$ cat src/rtl/stream_mux_nto1.sv
// rtl/stream_mux_nto1.sv - registered N-to-1 stream mux, fixed-select or round-robin
// One output register stage; in_ready is combinational from grant and output space.
module stream_mux_nto1 #(
  parameter int WIDTH   = 32,
  parameter int N       = 4,
  parameter int SEL_W   = 2,
  parameter int COUNT_W = 16
) (
  input  logic               clk,
  input  logic               rst,
  input  logic               mode,
  input  logic [SEL_W-1:0]   sel,
  input  logic [N-1:0]       in_valid,
  output logic [N-1:0]       in_ready,
  input  logic [N*WIDTH-1:0] in_data,
  output logic               out_valid,
  input  logic               out_ready,
  output logic [WIDTH-1:0]   out_data,
  output logic [SEL_W-1:0]   out_sel,
  output logic [COUNT_W-1:0] out_count
);

  localparam int SLOTS = 2**SEL_W;

  // Channels padded to the full sel range so out-of-range indices read as idle.
  logic [SLOTS-1:0] valid_ext;
  logic [WIDTH-1:0] ch_data [SLOTS];
  logic [SEL_W-1:0] last;
  logic [SEL_W-1:0] grant;
  logic [SEL_W-1:0] rr_idx;
  logic             grant_valid;
  logic             space;
  logic             accept;

  always_comb begin
    valid_ext = '0;
    for (int i = 0; i < SLOTS; i++) ch_data[i] = '0;
    for (int i = 0; i < N; i++) begin
      valid_ext[i] = in_valid[i];
      ch_data[i]   = in_data[i*WIDTH +: WIDTH];
    end
  end

  // Scan from farthest to nearest so the first valid channel after last wins.
  always_comb begin
    grant_valid = 1'b0;
    grant       = '0;
    rr_idx      = '0;
    if (mode) begin
      for (int k = N; k >= 1; k--) begin
        rr_idx = SEL_W'((int'(last) + k) % N);
        if (valid_ext[rr_idx]) begin
          grant_valid = 1'b1;
          grant       = rr_idx;
        end
      end
    end else begin
      grant_valid = valid_ext[sel];
      grant       = sel;
    end
  end

  assign space  = !out_valid || out_ready;
  assign accept = !rst && space && grant_valid;

  always_comb begin
    in_ready = '0;
    for (int i = 0; i < N; i++) in_ready[i] = accept && (grant == SEL_W'(i));
  end

  always_ff @(posedge clk) begin
    if (rst) begin
      out_valid <= 1'b0;
      out_data  <= '0;
      out_sel   <= '0;
      out_count <= '0;
      last      <= SEL_W'(N - 1);
    end else begin
      if (out_valid && out_ready) out_count <= out_count + COUNT_W'(1);
      if (accept) begin
        out_valid <= 1'b1;
        out_data  <= ch_data[grant];
        out_sel   <= grant;
        if (mode) last <= grant;
      end else if (out_ready) begin
        out_valid <= 1'b0;
      end
    end
  end

endmodule

$ cat config.mk
export PLATFORM = sky130hd
export DESIGN_NAME = stream_mux_nto1
export DESIGN_NICKNAME = d
export VERILOG_FILES = /design/src/rtl/stream_mux_nto1.sv
export SDC_FILE = /design/constraint.sdc
export NUM_CORES = 1
export LEC_CHECK = 0
export BUFFER_PORTS_ARGS = -buffer_cell sky130_fd_sc_hd__clkbuf_2
export CAP_MARGIN = 5
export CORE_AREA = 2 2 88 90
export DETAILED_ROUTE_END_ITERATION = 6
export DIE_AREA = 0 0 90 92
export GPL_TIMING_DRIVEN = 0
export PLACE_DENSITY_LB_ADDON = 0.05
export SYNTH_ARGS = -nofsm -noshare
export SYNTH_HDL_FRONTEND = slang
export SYNTH_SLANG_ARGS = --single-unit
$ cat constraint.sdc
create_clock -name clk -period 3.5 [get_ports clk]
set_clock_uncertainty 0.15 [all_clocks]
set_input_delay 0.525 -clock clk [delete_from_list [all_inputs] [get_ports clk]]
set_output_delay 0.525 -clock clk [all_outputs]
set_load 0.005 [all_outputs]
Yosys cells after proc, flatten, opt, wreduce, memory -nomap -nowiden
Index checks and enable logic that the tools add are counted.
{"block": "word_totals", "ff_bits": 53, "latchBits": 0, "ramBits": 0, "mem_count": 0, "output_inout_bits": 55, "romBits": 0}
{"block": "op_classes", "eq_ne": 3, "div": 0, "add_sub_neg": 5, "reduce_logical": 13, "shift": 0, "n_mul": 0, "bitwise_logic": 1, "n_lt_le_gt_ge": 6, "n_mux": 25}
{"cell": "32-bit binary-select mux with 2-bit select", "count": 1}
{"cell": "32-bit two-way mux", "count": 2}
{"cell": "16-bit by 1-bit adder with 16-bit output, second input constant", "count": 1}
{"cell": "2-bit by 3-bit less-than comparator with 1-bit output, second input constant", "count": 5}
{"cell": "1-bit two-way mux", "count": 12}
{"cell": "1-bit binary-select mux with 2-bit select", "count": 5}
{"cell": "2-bit two-way mux", "count": 5}
{"cell": "1-bit logical AND", "count": 7}
{"cell": "2-bit by 1-bit adder with 2-bit output, second input constant", "count": 2}
{"cell": "2-bit adder, second input constant", "count": 2}
{"cell": "2-bit equality test, second input constant", "count": 2}
{"cell": "3-bit >= comparator, second input constant", "count": 1}
{"cell": "2-bit NOT with 3-bit output", "count": 1}
{"cell": "2-bit by 1-bit equality test with 1-bit output, second input constant", "count": 1}
{"cell": "1-bit zero test", "count": 2}
{"cell": "2-bit zero test", "count": 1}
{"cell": "2-bit AND reduction", "count": 1}
{"cell": "2-bit nonzero test", "count": 1}
{"cell": "1-bit logical OR", "count": 1}

Depth between registers and ports, before layout
Gate-level depths: netlist of the first run.
{"block": "depth", "word_depth": 12, "depth_mapped": 9, "mapped_depth_nobuf": 7}

Worst setup path after synthesis of the first run
OpenSTA, ideal clock, no wires.
{"block": "synth_path", "path_type": "input to output", "from": "input port in_valid[0]", "to": "output port in_ready[2]", "cell_stages": 7, "arrival_time_ns": 1.800, "setup_slack_ns": 1.025, "required_time_ns": 2.825, "path_buffers": 2, "path_cell_list": "o211ai_2 > o21ai_1 > or3_1 > buf_6 > mux2i_4 > buf_2 > and3_1"}
{"block": "synth_via", "elab_chain_len": 9}
{"element": "start, declared", "line": "13", "source": "input logic [N-1:0] in_valid,"}
{"element": "1-bit binary-select mux with 2-bit select", "line": "52", "source": "if (valid_ext[rr_idx]) begin"}
{"element": "1-bit two-way mux (implied by the code)", "line": "52"}
{"element": "2-bit two-way mux / 1-bit two-way mux (equally long branches) (4 in series)", "line": "52"}
{"element": "2-bit two-way mux / 1-bit two-way mux (equally long branches)", "line": "49", "source": "if (mode) begin"}
{"element": "2-bit equality test / 1-bit logical AND (equally long branches)", "line": "68, 64"}
{"element": "1-bit logical AND *", "line": "68", "source": "for (int i = 0; i < N; i++) in_ready[i] = accept && (grant == SEL_W'(i));"}
{"element": "end, declared", "line": "14", "source": "output logic [N-1:0] in_ready,"}
Every way passes the cells marked *; elsewhere a longest branch is shown, timed or not. The select of a mux whose other input is x is not followed.

Worst setup path in the final report of the first run
{"block": "layout_path", "from": "register last[1]", "to": "output port in_ready[1]"}
{"block": "layout_via", "elab_chain_len": 10}
{"element": "start, declared", "line": "28", "source": "logic [SEL_W-1:0] last;"}
{"element": "start signal, assigned", "line": "77", "source": "last <= SEL_W'(N - 1);"}
{"element": "start signal, assigned", "line": "84", "source": "if (mode) last <= grant;"}
{"element": "2-bit by 1-bit adder with 2-bit output", "line": "51", "source": "rr_idx = SEL_W'((int'(last) + k) % N);"}
{"element": "1-bit binary-select mux with 2-bit select", "line": "52"}
{"element": "1-bit two-way mux (implied by the code)", "line": "52"}
{"element": "2-bit two-way mux / 1-bit two-way mux (equally long branches) (4 in series)", "line": "52"}
{"element": "2-bit two-way mux / 1-bit two-way mux (equally long branches)", "line": "49"}
{"element": "2-bit by 1-bit equality test with 1-bit output / 1-bit logical AND (equally long branches)", "line": "68, 64"}
{"element": "1-bit logical AND *", "line": "68"}
Marks and branches as above.

==> results.py, run 1 <==
metrics = {
    "setup_path": {
        "worstPathMaxFanout": 10,
        "cp-end-kind": "primary output",
        "worstPathCellList": "buf_6 -> mux2i_1 -> o22ai_1 -> a21oi_4 -> clkbuf_1 -> a21oi_1 -> and3_1 -> clkbuf_2",
        "crit_arrival_ns": 2.47,
        "crit_slowest_cell": "clkbuf_1",
        "regToRegSetupSlack_ns": 1.07,
        "startpoint_type": "flop",
        "worstPathRequired_ns": 2.82,
        "worst-setup-path-type": "flop to primary output",
        "max_stage_delay_ns": 0.41,
    },
    "detailed_routing": {
        "wl_per_cell_microns": 16.2,
        "drc": 0,
        "ant_nets": 0,
        "drtIter0Drc": 103,
        "routed_wirelength_mm": 11.3,
        "routed_via_density": 5.76,
        "vias": 4010,
        "dr.pass1.iters": 4,
    },
    "global_route": {
        "antenna_found_initial": 0,
        "first_global_vias": 3797,
        "grt_start_max_net_pins": 19,
        "overflow": 0,
        "grt_pass1_wl_mm": 18.2,
        "grtUsageTotal_pct": 26.6,
    },
    "cells_and_area": {
        "seq_area_sq_mm": 0.00106,
        "diodes": 0,
        "layout_common_cells": "clkbuf_2, dfxtp_1, nand2_1",
        "final_common_cell": "clkbuf_2",
        "drive_gt1_share_pct": 39.6,
        "multi_input_area_sq_mm": 0.00214,
        "nets": 732,
        "fillers": 711,
        "syn2layout_area_growth_pct": 34.3,
    },
    "cts": {
        "clockBufferDepth": 2,
        "numClockSinks": 53,
        "cts-root-buf": "clkbuf_8",
        "cts_resized": 0,
        "clk_pin_slew_ns": 0.11,
        "htree_levels": 2,
        "cts_hold_buffers": 0,
        "clock_latency_ns": 0.32,
        "cts_buffers": 5,
        "cts_tree": "yes",
        "post_cts_buffers": 0,
    },
    "placement": {
        "hpwl_mm": 8.57,
        "portBuffers": 191,
        "gp_congestion": 0.848,
    },
    "sta": {
        "tightest_slew_ns": 0.570,
        "period_minus_slack_ns": 3.15,
        "hold_violations": 0,
        "whs_ns": 0.325,
        "clock.fmax_mhz": 318,
        "setup_tns_ns": 0,
        "finalSetupViolations": 0,
        "final_max_slew_viol_count": 0,
        "max_slew_margin_pct": 62.0,
        "rsz0062_at_grt": "false",
        "fin_crit_sh_pct": 90.0,
    },
    "pwr": {
        "peakVddDrop_uv": 203,
        "seqPwrFrac_pct": 43.0,
        "p_int_mw": 1.05,
        "p_leak_nw": 2.08,
        "p_clk_share_pct": 23.6,
        "switchingPower_mw": 0.551,
        "p_per_area_mw_per_mm2": 348,
        "p_sw_share_pct": 34.4,
        "power.share.combinational_pct": 33.4,
    },
    "synthesis": {
        "synth_area_per_cell_sq_um": 8.69,
        "ys_warn_count": 0,
        "syn_inst": 395,
        "syn_area_sq_mm": 0.00343,
        "ys_ff_latch": 53,
        "synth_nets": 534,
        "yosysSeqAreaShare_pct": 30.9,
        "synth_cell_types": 44,
    },
    "worst_hold_path": {
        "hold_path_class": "flop to flop",
    },
    "die": {
        "io_pins": 193,
        "coreArea_sq_mm": 0.00745,
        "die_h_microns": 92,
        "dieArea_sq_mm": 0.00828,
        "rows": 32,
        "die_x_microns": 90,
        "initial_utilization_pct": 46.1,
    },
    "run_status": {
        "status": "finished clean",
    },
    "run": {
        "maxCapViolCount": 0,
    },
}
## final timing paths
check | startpoint | end | depth (start not counted)
worst min-delay path | out_data[23] | out_data[23] | 1
worst max-delay path | last[1] | in_ready[1] | 8
worst min register to register | out_data[23] | out_data[23] | 1
worst max register to register | last[1] | out_data[10] | 8
## worst max-delay path, delay by kind of cell (launching register included)
family	cells	cell delay (ns)
buf+inv	3	0.65
flops	1	0.34
mux	1	0.27
simple gates	1	0.20
compound gates	3	0.69
## Yosys cell counts
| cell | instances | area, sq um |
|---|---|---|
| ha_1 | 1 | 12.5 |
| nor2_1 | 26 | 97.6 |
| nor3_1 | 3 | 15.0 |
| mux2i_4 | 1 | 22.5 |
| mux4_2 | 2 | 45.0 |
| clkbuf_4 | 1 | 7.51 |
| xor2_1 | 11 | 96.3 |
| buf_2 | 12 | 60.1 |
| o21ai_0 | 2 | 10.0 |
| xnor2_1 | 2 | 17.5 |
| dfxtp_1 | 53 | 1060 |
| mux2i_1 | 3 | 30.0 |
| clkbuf_1 | 22 | 82.6 |
| o21ai_1 | 2 | 10.0 |
| nand3b_1 | 1 | 7.51 |
| or4b_1 | 1 | 10.0 |
| o2bb2ai_1 | 32 | 280 |
| and3_1 | 6 | 37.5 |
| a32oi_1 | 1 | 8.76 |
| o221ai_1 | 22 | 193 |
| a32oi_4 | 1 | 27.5 |
| nor4_2 | 1 | 12.5 |
| o22ai_1 | 1 | 6.26 |
| a221oi_1 | 32 | 280 |
| inv_1 | 2 | 7.51 |
| nand2_1 | 42 | 158 |
| a211oi_1 | 2 | 15.0 |
| nand2b_1 | 1 | 6.26 |
| a21o_1 | 33 | 248 |
| o221ai_2 | 10 | 150 |
| and4_1 | 3 | 26.3 |
| buf_6 | 4 | 45.0 |
| a21oi_1 | 37 | 185 |
| nand4_1 | 2 | 12.5 |
| o211ai_2 | 1 | 12.5 |
| nand3_1 | 7 | 35.0 |
| buf_4 | 1 | 7.51 |
| nor2b_1 | 2 | 12.5 |
| nor4bb_1 | 1 | 10.0 |
| clkinv_1 | 1 | 3.75 |
| a21oi_4 | 1 | 16.3 |
| buf_8 | 1 | 15.0 |
| a211o_1 | 2 | 17.5 |
| or3_1 | 3 | 18.8 |
## per-layer routing
layer	GRT usage (%)	up-vias	part of all wire, %
met5	0	-	0
met4	8.85	0	1.9
met1	33.6	1888	42
li1	-	1943	-
met3	5.01	20	6.8
met2	45.6	159	49
## per-stage QoR
stage / area, sq um / std cells / total power [mW] / utilization [%] / setup WS (ns)
floorplan: 3430 / 395 / 1.01 / - / 1.03
finish: 4610 / 696 / 1.61 / 61.9 / 0.351
CTS: 4610 / 696 / 1.62 / 61.9 / 0.362
global placement: 4520 / 688 / 1.22 / 60.7 / 0.513
detailed placement: 4520 / 688 / 1.24 / 60.7 / 0.547
global route: 4610 / 696 / 1.70 / 61.9 / 0.178
## kinds of logic after synthesis
family,synth area share [%]
fa+ha+maj,0.364
mux,2.84
xor+xnor,3.32
compound gates,42.5
simple gates,13.4
buf+inv,6.67
flops,30.9
## flip-flops by register name, indices dropped and copies added, names as in the netlist
register and count:
out_valid 1, last 2, out_count 16, out_data 32, out_sel 2
## power by group through the flow
stage	sequential, mW	combinational [mW]	clock [mW]
2_1_floorplan	0.706	0.308	0
3_3_place_gp	0.701	0.524	0
3_5_place_dp	0.703	0.535	0
4_1_cts	0.690	0.537	0.391
5_1_grt	0.697	0.589	0.415
6_report	0.690	0.536	0.379
## final cells by class
type / instances / share of cell area [%]
multi-input cells: 298 / 46.5
flip-flops and latches: 53 / 23.0
repair buffers: 191 / 20.7
plain buffers: 41 / 4.72
well taps: 102 / 2.77
clock buffers: 5 / 1.49
clock inverters: 3 / 0.570
inverters: 3 / 0.244
No activity file was read; power rests on OpenSTA's default activity.
==> run 2: changes to the inputs <==
Settings changed: PLACE_DENSITY from default to 0.84, PLACE_DENSITY_LB_ADDON 0.05 to default.
==> run 2 against run 1 <==
  * Sequential share of layout area down 0.19 points
  * Global-route usage is 0.48 points higher
  * Routed wire length up 4.3%
  * Clock power is 32% higher
  * Via count is 3.0% higher
  * Count of clock-buffer cells in the layout is the same
  * Final cell count stayed put
==> results.py, run 2 (synthesis gave the netlist of run 1 again) <==
metrics = {
    "run_status": {
        "status": "finished clean",
    },
    "placement": {
        "hpwl_mm": 9.08,
        "portBuffers": 191,
        "gp_congestion": 0.899,
        "dpl.cell_count": 688,
        "place_area_sq_mm": 0.00452,
        "pre_cts_slack_ns": 0.379,
    },
    "global_route": {
        "grtUsageTotal_pct": 27.1,
        "overflow": 0,
        "first_global_vias": 3845,
        "grt_pass1_wl_mm": 18.6,
        "grt_start_max_net_pins": 17,
        "antenna_found_initial": 0,
    },
    "cells_and_area": {
        "syn2layout_area_growth_pct": 35.5,
        "design_area_sq_mm": 0.00465,
        "drive_gt1_share_pct": 39.6,
        "top_register": "out_data",
        "largestRegisters": "out_data (32), out_count (16)",
        "layout_common_cells": "clkbuf_2, dfxtp_1, nand2_1",
        "nets": 732,
        "layout.cells.non_filler": 696,
        "final_common_cell": "clkbuf_2",
        "diodes": 0,
        "final_core_utilization_pct": 62.4,
        "largest_reg_flops": 32,
    },
    "sta": {
        "final_max_slew_viol_count": 0,
        "finalSetupViolations": 0,
        "tightest_slew_ns": 0.584,
        "hold_violations": 0,
        "rsz0062_at_grt": "false",
        "clock.fmax_mhz": 317,
        "fin_crit_sh_pct": 90.0,
        "max_slew_margin_pct": 60.7,
        "setup_tns_ns": 0,
        "whs_ns": 0.320,
        "setup_ws_ns": 0.349,
        "period_minus_slack_ns": 3.15,
    },
    "die": {
        "rows": 32,
        "dieArea_sq_mm": 0.00828,
        "initial_utilization_pct": 46.1,
        "coreArea_sq_mm": 0.00745,
        "die_h_microns": 92,
        "die_x_microns": 90,
        "io_pins": 193,
    },
    "cts": {
        "post_cts_buffers": 0,
        "cts-root-buf": "clkbuf_8",
        "clk_pin_slew_ns": 0.10,
        "cts_buffers": 5,
        "htree_levels": 2,
        "clockBufferDepth": 2,
        "cts_hold_buffers": 0,
        "cts_tree": "yes",
        "clock_latency_ns": 0.31,
        "numClockSinks": 53,
        "cts_resized": 0,
    },
    "pwr": {
        "p_leak_nw": 2.10,
        "p_per_area_mw_per_mm2": 373,
        "peakVddDrop_uv": 273,
        "total_power_mw": 1.74,
    },
    "detailed_routing": {
        "ant_nets": 0,
        "routed_wirelength_mm": 11.8,
        "drc": 0,
        "routed_via_density": 5.93,
        "vias": 4129,
        "wl_per_cell_microns": 16.9,
        "dr.pass1.iters": 5,
        "drtIter0Drc": 210,
    },
    "setup_path": {
        "cp-end-kind": "primary output",
        "worst-setup-path-type": "primary input to primary output",
        "startpoint_type": "primary input",
        "crit_arrival_ns": 2.48,
        "worstPathMaxFanout": 10,
        "regToRegSetupSlack_ns": 1.08,
        "worstPathRequired_ns": 2.82,
    },
    "run": {
        "maxCapViolCount": 0,
    },
    "worst_hold_path": {
        "hold_path_class": "flop to flop",
    },
}
-- run 2: cell types whose count changed in the layout (fill, tap and decap cells not counted), sizes merged --
cell    delta
inv        -1
bufinv     +2
clkinv     -1
-- run 2: critical path, cell delays in order --
cell	delay, ns
clkbuf_2	0.11
clkbuf_1	0.46
nor2_1	0.17
nor4_2	0.58
buf_2	0.33
and3_1	0.19
clkbuf_2	0.12
-- run 2: path summary, 6_finish.rpt --
kind / from / to / depth (start not counted)
min reg2reg: out_data[14] / out_data[14] / 1
min: out_data[14] / out_data[14] / 1
max reg2reg: last[1] / out_data[5] / 8
max: mode / in_ready[2] / 7
-- run 2: layout make-up --
class	instances	area (sq um)
Tap cell	102	128
Fill cell	640	2800
Timing Repair Buffer	191	956
Multi-Input combinational cell	298	2140
Clock inverter	3	65.1
Inverter	3	11.3
Clock buffer	5	68.8
Sequential cell	53	1060
Buffer	41	218
-- run 2: metal layers --
layer	GRT usage [%]	wire, microns	share of wire, %
met1	34.3	4820	41
met2	47.5	5720	49
met4	6.67	212	1.8
met5	0	0	0
met3	5.26	1020	8.6
-- run 2: report_power, final --
part | internal [mW] | switching [mW] | leakage (nW)
logic | 0.249 | 0.294 | 1.60
registers | 0.658 | 0.0361 | 0.435
clock network | 0.284 | 0.214 | 0.0681
==> run 3: changes to the inputs <==
Settings changed: CORE_AREA 2 2 88 90 to 10 10 96 98, DIE_AREA 0 0 90 92 to 0 0 106 108.
==> run 3 against run 2 <==
  * Clock power shrank 10%
  * Combinational power grew 1%
  * Routed wire length rose by 17%
  * Cell area shrank 0.38%
  * Register-to-register slack worse by 0.02 ns
  * Critical path type unchanged
  * Critical endpoint is now in_ready[1]
  * Largest power group unchanged
==> results.py, run 3 (synthesis gave the netlist of run 1 again) <==
metrics = {
    "cells_and_area": {
        "nets": 732,
        "design_area_sq_mm": 0.00463,
        "final_common_cell": "clkbuf_2",
        "top_register": "out_data",
        "drive_gt1_share_pct": 39.4,
        "diodes": 0,
        "syn2layout_area_growth_pct": 34.9,
        "layout_common_cells": "clkbuf_2, dfxtp_1, nand2_1",
        "largestRegisters": "out_data (32), out_count (16)",
        "largest_reg_flops": 32,
        "fillers": 690,
        "layout.cells.non_filler": 696,
    },
    "global_route": {
        "antenna_found_initial": 0,
        "grtUsageTotal_pct": 21.9,
        "first_global_vias": 4090,
        "grt_start_max_net_pins": 16,
        "overflow": 0,
        "grt_pass1_wl_mm": 20.9,
    },
    "sta": {
        "setup_tns_ns": 0,
        "whs_ns": 0.322,
        "finalSetupViolations": 0,
        "final_max_slew_viol_count": 0,
        "tightest_slew_ns": 0.573,
        "clock.fmax_mhz": 326,
        "rsz0062_at_grt": "false",
        "setup_ws_ns": 0.428,
        "fin_crit_sh_pct": 87.8,
        "max_slew_margin_pct": 61.8,
        "hold_violations": 0,
        "period_minus_slack_ns": 3.07,
    },
    "pwr": {
        "p_leak_nw": 2.09,
        "peakVddDrop_uv": 220,
        "p_per_area_mw_per_mm2": 365,
    },
    "detailed_routing": {
        "ant_nets": 0,
        "drc": 0,
        "routed_wirelength_mm": 13.7,
        "routed_via_density": 5.99,
        "vias": 4171,
        "dr.pass1.iters": 4,
        "wl_per_cell_microns": 19.7,
        "drtIter0Drc": 328,
    },
    "cts": {
        "cts-root-buf": "clkbuf_8",
        "numClockSinks": 53,
        "clk_pin_slew_ns": 0.10,
        "cts_hold_buffers": 0,
        "htree_levels": 2,
        "post_cts_buffers": 0,
        "cts_tree": "yes",
        "clockBufferDepth": 2,
        "cts_buffers": 5,
        "clock_latency_ns": 0.31,
        "cts_resized": 0,
    },
    "placement": {
        "gp_congestion": 0.882,
        "dpl.cell_count": 688,
        "pre_cts_slack_ns": 0.459,
        "place_area_sq_mm": 0.00452,
        "hpwl_mm": 11.0,
        "portBuffers": 191,
    },
    "setup_path": {
        "max_stage_delay_ns": 0.50,
        "cp_num_buf_inv": 4,
        "cp-end-kind": "primary output",
        "crit_family": "buffers and inverters",
        "worstPathCellList": "clkbuf_2 -> clkbuf_1 -> nor2_1 -> nor4_2 -> buf_2 -> and3_1 -> clkbuf_2",
        "crit_slowest_cell": "nor4_2",
        "crit_arrival_ns": 2.40,
        "worstPathMaxFanout": 10,
        "startpoint_type": "primary input",
        "crit_top_cell": "clkbuf_2",
        "worst-setup-path-type": "primary input to primary output",
        "worstPathRequired_ns": 2.82,
    },
    "die": {
        "dieArea_sq_mm": 0.0114,
        "die_h_microns": 108,
        "io_pins": 193,
        "coreArea_sq_mm": 0.00745,
        "initial_utilization_pct": 46.1,
        "rows": 32,
        "die_x_microns": 106,
    },
    "run_status": {
        "status": "finished clean",
    },
    "worst_hold_path": {
        "hold_path_class": "flop to flop",
    },
    "run": {
        "maxCapViolCount": 0,
    },
}
[run 3: cell count changes in the layout (fill, tap and decap cells not counted)]
cell and change:
clkbuf_1 +1, clkbuf_8 +1, clkinv_2 -1, bufinv_16 -1
[run 3: final timing paths]
check / startpoint / endpoint / slack (ns) / cells after the start
worst max-delay path: mode / in_ready[1] / 0.43 / 7
worst min-delay path: out_data[12] / out_data[12] / 0.32 / 1
worst max register to register: last[0] / out_data[22] / 1.06 / 7
worst min register to register: out_data[12] / out_data[12] / 0.32 / 1
[run 3: cell type report]
| class | count | area (sq um) | share of cell area (%) |
|---|---|---|---|
| buffer | 41 | 218 | 4.70 |
| multi-input combinational | 298 | 2140 | 46.3 |
| clock inverter | 1 | 30.0 | 0.648 |
| timing repair buffer | 191 | 956 | 20.6 |
| clock buffer | 7 | 86.3 | 1.86 |
| inverter | 3 | 11.3 | 0.243 |
| sequential | 53 | 1060 | 22.9 |
| tap | 102 | 128 | 2.75 |
[run 3: layer usage]
| layer | track usage [%] | wire, microns |
|---|---|---|
| met2 | 37.7 | 6740 |
| met5 | 0 | 0 |
| met4 | 3.97 | 145 |
| met3 | 6.42 | 1170 |
| met1 | 26.9 | 5690 |
[run 3: report_power, final]
part | switching [mW] | total, mW | internal, mW
clock | 0.215 | 0.449 | 0.234
sequential | 0.0343 | 0.693 | 0.658
combinational | 0.301 | 0.549 | 0.249
[run 3: through the flow]
stage | power [mW] | utilization [%]
CTS | 1.69 | 62.2
global route | 1.77 | 62.2
floorplan | 1.01 | -
finish | 1.69 | 62.2
detailed placement | 1.25 | 60.7
global placement | 1.23 | 60.7
